## src/rtl/scale_cfg_pkg.sv

```systemverilog
// Shared definitions for the UART scaling-configuration path and the interpolation core:
// framing bytes, reply codes, parser states and the 12-bit dimension type.
package scale_cfg_pkg;

    localparam logic [7:0] HDR_BYTE_1    = 8'hA5;
    localparam logic [7:0] HDR_BYTE_2    = 8'h5A;
    localparam logic [7:0] CMD_SET_SCALE = 8'h01;
    localparam logic [7:0] ACK           = 8'h06;
    localparam logic [7:0] NAK           = 8'h15;

    typedef logic [11:0] dim_t;

    typedef enum logic [2:0] {
        ST_IDLE  = 3'd0,
        ST_HDR2  = 3'd1,
        ST_CMD   = 3'd2,
        ST_PAY   = 3'd3,
        ST_CHK   = 3'd4,
        ST_EVAL  = 3'd5,
        ST_REPLY = 3'd6
    } parse_state_t;

    function automatic logic [7:0] csum_add(input logic [7:0] sum, input logic [7:0] data);
        return sum + data;
    endfunction

    // The upper nibble check matters for the core: only 12 bits are forwarded.
    function automatic logic dim_legal(input logic [15:0] dim, input logic [15:0] max_dim);
        return (dim != 16'd0) && (dim[15:12] == 4'd0) && (dim <= max_dim);
    endfunction

endpackage

```

## src/rtl/cfg_shadow_reg.sv

```systemverilog
// Pending/active configuration pair; the pending set is copied to the active
// outputs only on a frame-start strobe so geometry never changes mid-frame.
module cfg_shadow_reg
    import scale_cfg_pkg::*;
#(
    parameter dim_t DEF_SRC_W = 12'd1920,
    parameter dim_t DEF_SRC_H = 12'd1080,
    parameter dim_t DEF_DST_W = 12'd2560,
    parameter dim_t DEF_DST_H = 12'd1440
) (
    input  logic clk,
    input  logic rst,
    input  logic load,
    input  dim_t load_src_w,
    input  dim_t load_src_h,
    input  dim_t load_dst_w,
    input  dim_t load_dst_h,
    input  logic frame_start,
    output dim_t src_w,
    output dim_t src_h,
    output dim_t dst_w,
    output dim_t dst_h,
    output logic cfg_update
);

    dim_t pend_src_w_r;
    dim_t pend_src_h_r;
    dim_t pend_dst_w_r;
    dim_t pend_dst_h_r;
    logic pend_flag_r;
    logic commit_s;

    assign commit_s = frame_start && pend_flag_r;

    // Commit uses the pending value from before this edge, so a same-cycle load waits a frame.
    always_ff @(posedge clk) begin
        if (rst) begin
            src_w        <= DEF_SRC_W;
            src_h        <= DEF_SRC_H;
            dst_w        <= DEF_DST_W;
            dst_h        <= DEF_DST_H;
            pend_src_w_r <= DEF_SRC_W;
            pend_src_h_r <= DEF_SRC_H;
            pend_dst_w_r <= DEF_DST_W;
            pend_dst_h_r <= DEF_DST_H;
            pend_flag_r  <= 1'b0;
            cfg_update   <= 1'b0;
        end else begin
            cfg_update <= commit_s;
            if (commit_s) begin
                src_w <= pend_src_w_r;
                src_h <= pend_src_h_r;
                dst_w <= pend_dst_w_r;
                dst_h <= pend_dst_h_r;
            end
            if (load) begin
                pend_src_w_r <= load_src_w;
                pend_src_h_r <= load_src_h;
                pend_dst_w_r <= load_dst_w;
                pend_dst_h_r <= load_dst_h;
                pend_flag_r  <= 1'b1;
            end else if (commit_s) begin
                pend_flag_r <= 1'b0;
            end
        end
    end

endmodule

```

## src/rtl/uart_scale_cfg_parser.sv

```systemverilog
// Parses A5 5A CMD P0..P7 CHK packets from the UART receiver into a scaling
// configuration, replies ACK/NAK and hands good settings to the shadow register.
module uart_scale_cfg_parser
    import scale_cfg_pkg::*;
#(
    parameter int unsigned TIMEOUT_CYC = 32'd96000,
    parameter logic [15:0] MAX_W       = 16'd2560,
    parameter logic [15:0] MAX_H       = 16'd1440,
    parameter dim_t        DEF_SRC_W   = 12'd1920,
    parameter dim_t        DEF_SRC_H   = 12'd1080,
    parameter dim_t        DEF_DST_W   = 12'd2560,
    parameter dim_t        DEF_DST_H   = 12'd1440
) (
    input  logic        sys_clk_96M,
    input  logic        sys_rst,
    input  logic [7:0]  rx_data_i,
    input  logic        rx_valid_i,
    output logic [7:0]  tx_data_o,
    output logic        tx_valid_o,
    input  logic        tx_ready_i,
    input  logic        frame_start_i,
    output logic [11:0] src_w_o,
    output logic [11:0] src_h_o,
    output logic [11:0] dst_w_o,
    output logic [11:0] dst_h_o,
    output logic        cfg_update_o,
    output logic        pkt_err_o
);

    localparam int unsigned    TW        = $clog2(TIMEOUT_CYC + 32'd1);
    localparam logic [TW-1:0]  IDLE_LAST = TW'(TIMEOUT_CYC - 32'd1);

    parse_state_t  state_r;
    logic [TW-1:0] idle_cnt_r;
    logic [7:0]    cmd_r;
    logic [7:0]    sum_r;
    logic [7:0]    pay_r [8];
    logic [2:0]    pay_cnt_r;
    logic          good_r;
    logic          waiting_s;
    logic          timeout_s;
    logic          good_s;
    logic          load_s;
    logic [15:0]   src_w_s;
    logic [15:0]   src_h_s;
    logic [15:0]   dst_w_s;
    logic [15:0]   dst_h_s;

    assign src_w_s = {pay_r[0], pay_r[1]};
    assign src_h_s = {pay_r[2], pay_r[3]};
    assign dst_w_s = {pay_r[4], pay_r[5]};
    assign dst_h_s = {pay_r[6], pay_r[7]};

    assign waiting_s = (state_r == ST_HDR2) || (state_r == ST_CMD) ||
                       (state_r == ST_PAY)  || (state_r == ST_CHK);
    assign timeout_s = waiting_s && !rx_valid_i && (idle_cnt_r == IDLE_LAST);

    // Verdict is taken as the checksum byte arrives so the error pulse lands in EVAL.
    assign good_s = (cmd_r == CMD_SET_SCALE) && (sum_r == rx_data_i) &&
                    dim_legal(src_w_s, MAX_W) && dim_legal(src_h_s, MAX_H) &&
                    dim_legal(dst_w_s, MAX_W) && dim_legal(dst_h_s, MAX_H);
    assign load_s = (state_r == ST_EVAL) && good_r;

    // Packet framing, inter-byte timeout, validation verdict and reply handshake.
    always_ff @(posedge sys_clk_96M) begin
        if (sys_rst) begin
            state_r    <= ST_IDLE;
            idle_cnt_r <= {TW{1'b0}};
            cmd_r      <= 8'h00;
            sum_r      <= 8'h00;
            pay_cnt_r  <= 3'd0;
            good_r     <= 1'b0;
            tx_data_o  <= 8'h00;
            tx_valid_o <= 1'b0;
            pkt_err_o  <= 1'b0;
            for (int i = 0; i < 8; i++) begin
                pay_r[i] <= 8'h00;
            end
        end else begin
            pkt_err_o <= 1'b0;
            if (waiting_s && !rx_valid_i) begin
                idle_cnt_r <= idle_cnt_r + TW'(1'b1);
            end else begin
                idle_cnt_r <= {TW{1'b0}};
            end
            if (timeout_s) begin
                state_r   <= ST_IDLE;
                pkt_err_o <= 1'b1;
            end else begin
                case (state_r)
                    ST_IDLE: begin
                        if (rx_valid_i && (rx_data_i == HDR_BYTE_1)) begin
                            state_r <= ST_HDR2;
                        end
                    end
                    ST_HDR2: begin
                        if (rx_valid_i) begin
                            if (rx_data_i == HDR_BYTE_2) begin
                                state_r <= ST_CMD;
                            end else if (rx_data_i != HDR_BYTE_1) begin
                                state_r <= ST_IDLE;
                            end
                        end
                    end
                    ST_CMD: begin
                        if (rx_valid_i) begin
                            cmd_r     <= rx_data_i;
                            sum_r     <= rx_data_i;
                            pay_cnt_r <= 3'd0;
                            state_r   <= ST_PAY;
                        end
                    end
                    ST_PAY: begin
                        if (rx_valid_i) begin
                            pay_r[pay_cnt_r] <= rx_data_i;
                            sum_r            <= csum_add(sum_r, rx_data_i);
                            pay_cnt_r        <= pay_cnt_r + 3'd1;
                            if (pay_cnt_r == 3'd7) begin
                                state_r <= ST_CHK;
                            end
                        end
                    end
                    ST_CHK: begin
                        if (rx_valid_i) begin
                            good_r    <= good_s;
                            pkt_err_o <= !good_s;
                            state_r   <= ST_EVAL;
                        end
                    end
                    ST_EVAL: begin
                        tx_data_o  <= good_r ? ACK : NAK;
                        tx_valid_o <= 1'b1;
                        state_r    <= ST_REPLY;
                    end
                    ST_REPLY: begin
                        if (tx_ready_i) begin
                            tx_valid_o <= 1'b0;
                            state_r    <= ST_IDLE;
                        end
                    end
                    default: begin
                        tx_valid_o <= 1'b0;
                        state_r    <= ST_IDLE;
                    end
                endcase
            end
        end
    end

    cfg_shadow_reg #(
        .DEF_SRC_W (DEF_SRC_W),
        .DEF_SRC_H (DEF_SRC_H),
        .DEF_DST_W (DEF_DST_W),
        .DEF_DST_H (DEF_DST_H)
    ) u_shadow (
        .clk         (sys_clk_96M),
        .rst         (sys_rst),
        .load        (load_s),
        .load_src_w  (src_w_s[11:0]),
        .load_src_h  (src_h_s[11:0]),
        .load_dst_w  (dst_w_s[11:0]),
        .load_dst_h  (dst_h_s[11:0]),
        .frame_start (frame_start_i),
        .src_w       (src_w_o),
        .src_h       (src_h_o),
        .dst_w       (dst_w_o),
        .dst_h       (dst_h_o),
        .cfg_update  (cfg_update_o)
    );

endmodule

```

## config.mk

```make
export PLATFORM = sky130hd
export DESIGN_NAME = uart_scale_cfg_parser
export DESIGN_NICKNAME = d
export VERILOG_FILES = /design/src/rtl/scale_cfg_pkg.sv /design/src/rtl/cfg_shadow_reg.sv /design/src/rtl/uart_scale_cfg_parser.sv
export SDC_FILE = /design/constraint.sdc
export NUM_CORES = 1
export LEC_CHECK = 0
export ABC_CLOCK_PERIOD_IN_PS = 4460
export CAP_MARGIN = 20
export CORE_MARGIN = 2
export CORE_UTILIZATION = 60
export DETAILED_ROUTE_END_ITERATION = 6
export GPL_TIMING_DRIVEN = 0
export MAX_ROUTING_LAYER = met4
export PLACE_DENSITY = 0.82
export REMOVE_ABC_BUFFERS = 1
export SLEW_MARGIN = 10
export SYNTH_ARGS = -nofsm -noshare
export SYNTH_HDL_FRONTEND = slang
export SYNTH_SLANG_ARGS = --single-unit
```

## constraint.sdc

```tcl
create_clock -name sys_clk_96M -period 4.46 [get_ports sys_clk_96M]
set_clock_uncertainty 0.05 [all_clocks]
set_input_delay 0.892 -clock sys_clk_96M [delete_from_list [all_inputs] [get_ports sys_clk_96M]]
set_output_delay 0.892 -clock sys_clk_96M [all_outputs]
set_load 0.05 [all_outputs]
```

==> implementation parameters <==
Parameter                              Value

Floorplanning
  Die Span X    123 um
  Standard-cell rows    between 40 and 50
  Core footprint    13900 um2
  Die footprint    between 15000 and 20000 um2
  Io pins    roughly 70
  Vertical die dimension    123 um
  Starting utilization of the core area    roughly 62%

Place
  Worst slack after detailed placement    between 0.3 and 0.4 ns
  Dpl hpwl    roughly 11000 um
  Port Buffers    67
  Placer congestion estimate    between 0.8 and 0.9
  Placed Area    between 9000 and 10000 um2

Layout
  Fraction of layout cells with a size suffix above 1    just under 7%
  Utilization of the core after routing    72.2%
  Area added between synthesis and finish    17.3%
  Top Registers    pay_r: 64 flops, idle_cnt_r: 17 flops
  Antenna diode instance count    0
  Top register by number of flip-flops    pay_r
  Max reg flops    64
  # nets final    between 900 and 1000
  Finished layout cell area    10000 um2

Logic synthesis
  Average cell area after synthesis    around 9.3 um2
  Number of standard cells after synthesis    916
  Share of the yosys chip area belonging to registers    56.0%
  Largest area contributor in the synthesized netlist    sky130_fd_sc_hd__dfxtp_1
  Biggest area contributors in the synthesized netlist    sky130_fd_sc_hd__dfxtp_1 34%, sky130_fd_sc_hd__edfxtp_1 23%, sky130_fd_sc_hd__nand2_1 10%
  Proportion of netlist area held by the largest area contributor    roughly a third
  Count of unique library cells instantiated by Yosys    between 60 and 70
  Synthesis warning total    0
  Mapped Area    about 8500 um2
  Yosys reg bits    207
  Synth Flop Type    sky130_fd_sc_hd__dfxtp_1
  Share of synthesized flip-flops with an asynchronous set or reset    0%
  Number of synthesized flops with an enable pin    64

Drt
  Violation count after the first detailed-route iteration    approximately 430
  Drt first pass iters    5
  Average wire length per cell after detail routing    around 15 um
  DRC Markers    0
  Routed wire length    between 15000 and 20000 um
  Remaining antenna violation count    0
  Detailed-route vias per instance    approximately 5.5
  Vias post-DR    ~6300

Clock network
  Post-cts repair resize count    0
  Buffer type at the clock tree root    sky130_fd_sc_hd__clkbuf_16
  Count of H-tree levels built during CTS    1
  TritonCTS clock tree    built
  Count of buffers added by post-CTS timing repair for setup    0
  Clock-pin transition on the worst setup and hold timing paths    approximately 0.06 ns
  Clock insertion delay at the later pin of the skew report    0.50 ns
  Number of buffers inserted for hold repair after clock tree synthesis    0
  Maximum clock insertion buffer count    3
  Clock Sinks    between 200 and 250
  TritonCTS Buffers    22

Global routing
  Vias in the first global route    between 5000 and 6000
  Overall routing resource usage    a little under a quarter
  Maximum number of pins on one net before global-route repair    90
  First-pass GRT wire length    ~28000 um
  Aggregate global routing overflow    0
  Number of antenna violations at the first check in global routing    0

Power
  Leak Pwr    between 0.003 and 0.004 uW
  Pwr per Cell Area    around 390 nW/um2
  Post-layout power    slightly below 4000 uW
  IR Drop Worst-Case VDD    ~0.00037 V

Worst setup path
  Worst setup path startpoint    rx_data_i[2]
  Arrival time at the worst endpoint    slightly above 4 ns
  Critical path data required time    between 4 and 5 ns
  Worst-path fanout max    13
  Kind of critical path    in -> reg
  CP Cell Sequence    clkdlybuf4s50_1 > ha_1 > nor4_1 > o2111ai_1 > or3_1 > a2111oi_2 > a22o_1
  Nature of the critical path endpoint    flop
  Critical R2R Launch    state_r[1]
  Slowest cell on the critical path    sky130_fd_sc_hd__clkdlybuf4s50_1
  Peak per-stage delay on the critical path    around 0.88 ns
  CP startpoint kind    input port
  R2R cell count    6

Job
  Maximum capacitance violations    0

Timing
  RSZ-0062 raised after global routing    false
  Worst setup slack after layout    0.787 ns
  Final critical path time including I/O delays and setup    roughly 3.7 ns
  Hold Worst Slack    roughly 0.39 ns
  Final-report setup violation count    0
  Final worst path period share    82.4%
  Number of slew-limit violations in the final report    0
  Worst slew slack as a fraction of its limit    47.1%
  Worst-margin pin slew    just under 0.8 ns
  Hold Violations, Final    0
  Max Clock Freq    0.272 GHz

Worst hold path
  Hold path depth    2
  Hold Crit Start    u_shadow.pend_dst_h_r[2]
  Hold crit path type    reg -> reg

Status
  Outcome    completed
==> path summary, 6_finish.rpt <==
path                       endpoint  slack (ns)
hold reg to reg   u_shadow.dst_h[2]        0.39
setup reg to reg        pay_r[3][2]        1.74
hold / removal    u_shadow.dst_h[2]        0.39
setup / recovery             good_r        0.79
==> power by group <==
part	switching (uW)	internal, uW
logic	69.4	30.3
registers	19.0	1970
clock network	709	1070
total	797	3070
==> per-layer routing <==
| metal | vias to the layer above | global-route usage, % | share of wire (%) |
|---|---|---|---|
| met5 | - | - | 0 |
| met4 | 0 | 6.18 | 1.8 |
| met3 | 26 | 4.06 | 5.9 |
| met2 | 153 | 37.4 | 47 |
| met1 | 2966 | 31.4 | 45 |
| li1 | 3186 | - | - |
==> final cells by class <==
cell class              count  area (um2)
flip-flops and latches    207        4780
fillers                  1050        3860
multi-input cells         641        3470
repair buffers             72         783
clock buffers              35         661
well taps                 180         225
clock inverters             5        61.3
inverters                   8        30.0
==> synthesized netlist by cell type (7+ instances only) <==
cell,number
sky130_fd_sc_hd__dfxtp_1,143
sky130_fd_sc_hd__nor4_1,20
sky130_fd_sc_hd__clkbuf_1,48
sky130_fd_sc_hd__xnor2_1,8
sky130_fd_sc_hd__nand3_1,15
sky130_fd_sc_hd__inv_1,8
sky130_fd_sc_hd__nor2_1,47
sky130_fd_sc_hd__or2_2,7
sky130_fd_sc_hd__nand2_1,228
sky130_fd_sc_hd__o21ai_0,10
sky130_fd_sc_hd__a21oi_1,96
sky130_fd_sc_hd__nand3b_1,28
sky130_fd_sc_hd__ha_1,10
sky130_fd_sc_hd__nor3_1,14
sky130_fd_sc_hd__edfxtp_1,64
sky130_fd_sc_hd__and2_1,65
sky130_fd_sc_hd__xor2_1,12
==> worst max-delay path: cells and delay by family <==
family	cells	cell delay [ns]
AO/OA/AOI/OAI	3	1.00
AND/OR/NAND/NOR	2	0.90
buffers and inverters	1	0.88
adder cells (fa/ha/maj)	1	0.39
==> per-stage QoR <==
stage | setup TNS, ns | std cells
3_5_place_dp | 0 | 1108
5_1_grt | 0 | 1148
6_report | 0 | 1148
2_1_floorplan | 0 | 856
3_3_place_gp | -271.78 | 1103
4_1_cts | 0 | 1148
==> kinds of logic after synthesis <==
kind of cell             share of synthesized area (%)
AO/OA/AOI/OAI                                     9.22
XOR/XNOR                                          2.05
adder cells (fa/ha/maj)                           1.70
buffers and inverters                             3.58
flip-flops                                        56.0
multiplexers                                     0.249
other                                           0.0439
AND/OR/NAND/NOR                                   27.1
==> layout by cell type (no fill, tap or decap), types with 3 or more instances in the layout <==
| master | n |
|---|---|
| sky130_fd_sc_hd__nand2_1 | 227 |
| sky130_fd_sc_hd__dfxtp_1 | 143 |
| sky130_fd_sc_hd__a21oi_1 | 96 |
| sky130_fd_sc_hd__clkdlybuf4s50_1 | 66 |
| sky130_fd_sc_hd__and2_1 | 64 |
| sky130_fd_sc_hd__edfxtp_1 | 64 |
| sky130_fd_sc_hd__nor2_1 | 47 |
| sky130_fd_sc_hd__nand3b_1 | 28 |
| sky130_fd_sc_hd__clkbuf_16 | 22 |
| sky130_fd_sc_hd__nor4_1 | 20 |
| sky130_fd_sc_hd__nor3_1 | 14 |
| sky130_fd_sc_hd__nand3_1 | 14 |
| sky130_fd_sc_hd__xor2_1 | 12 |
| sky130_fd_sc_hd__o21ai_0 | 10 |
| sky130_fd_sc_hd__ha_1 | 10 |
| sky130_fd_sc_hd__inv_1 | 8 |
| sky130_fd_sc_hd__xnor2_1 | 8 |
| sky130_fd_sc_hd__or2_2 | 7 |
| sky130_fd_sc_hd__nand4_1 | 6 |
| sky130_fd_sc_hd__clkbuf_1 | 6 |
| sky130_fd_sc_hd__clkbuf_8 | 6 |
| sky130_fd_sc_hd__a211oi_1 | 5 |
| sky130_fd_sc_hd__or3_1 | 4 |
| sky130_fd_sc_hd__nor2b_1 | 4 |
| sky130_fd_sc_hd__a311oi_1 | 4 |
| sky130_fd_sc_hd__conb_1 | 4 |
| sky130_fd_sc_hd__nand4b_1 | 3 |
| sky130_fd_sc_hd__nand2b_1 | 3 |
| sky130_fd_sc_hd__o211ai_1 | 3 |
| sky130_fd_sc_hd__o2111ai_1 | 3 |
| sky130_fd_sc_hd__a31oi_1 | 3 |
| sky130_fd_sc_hd__clkinv_2 | 3 |
| sky130_fd_sc_hd__buf_12 | 3 |
(Power assumes the default switching activity.)
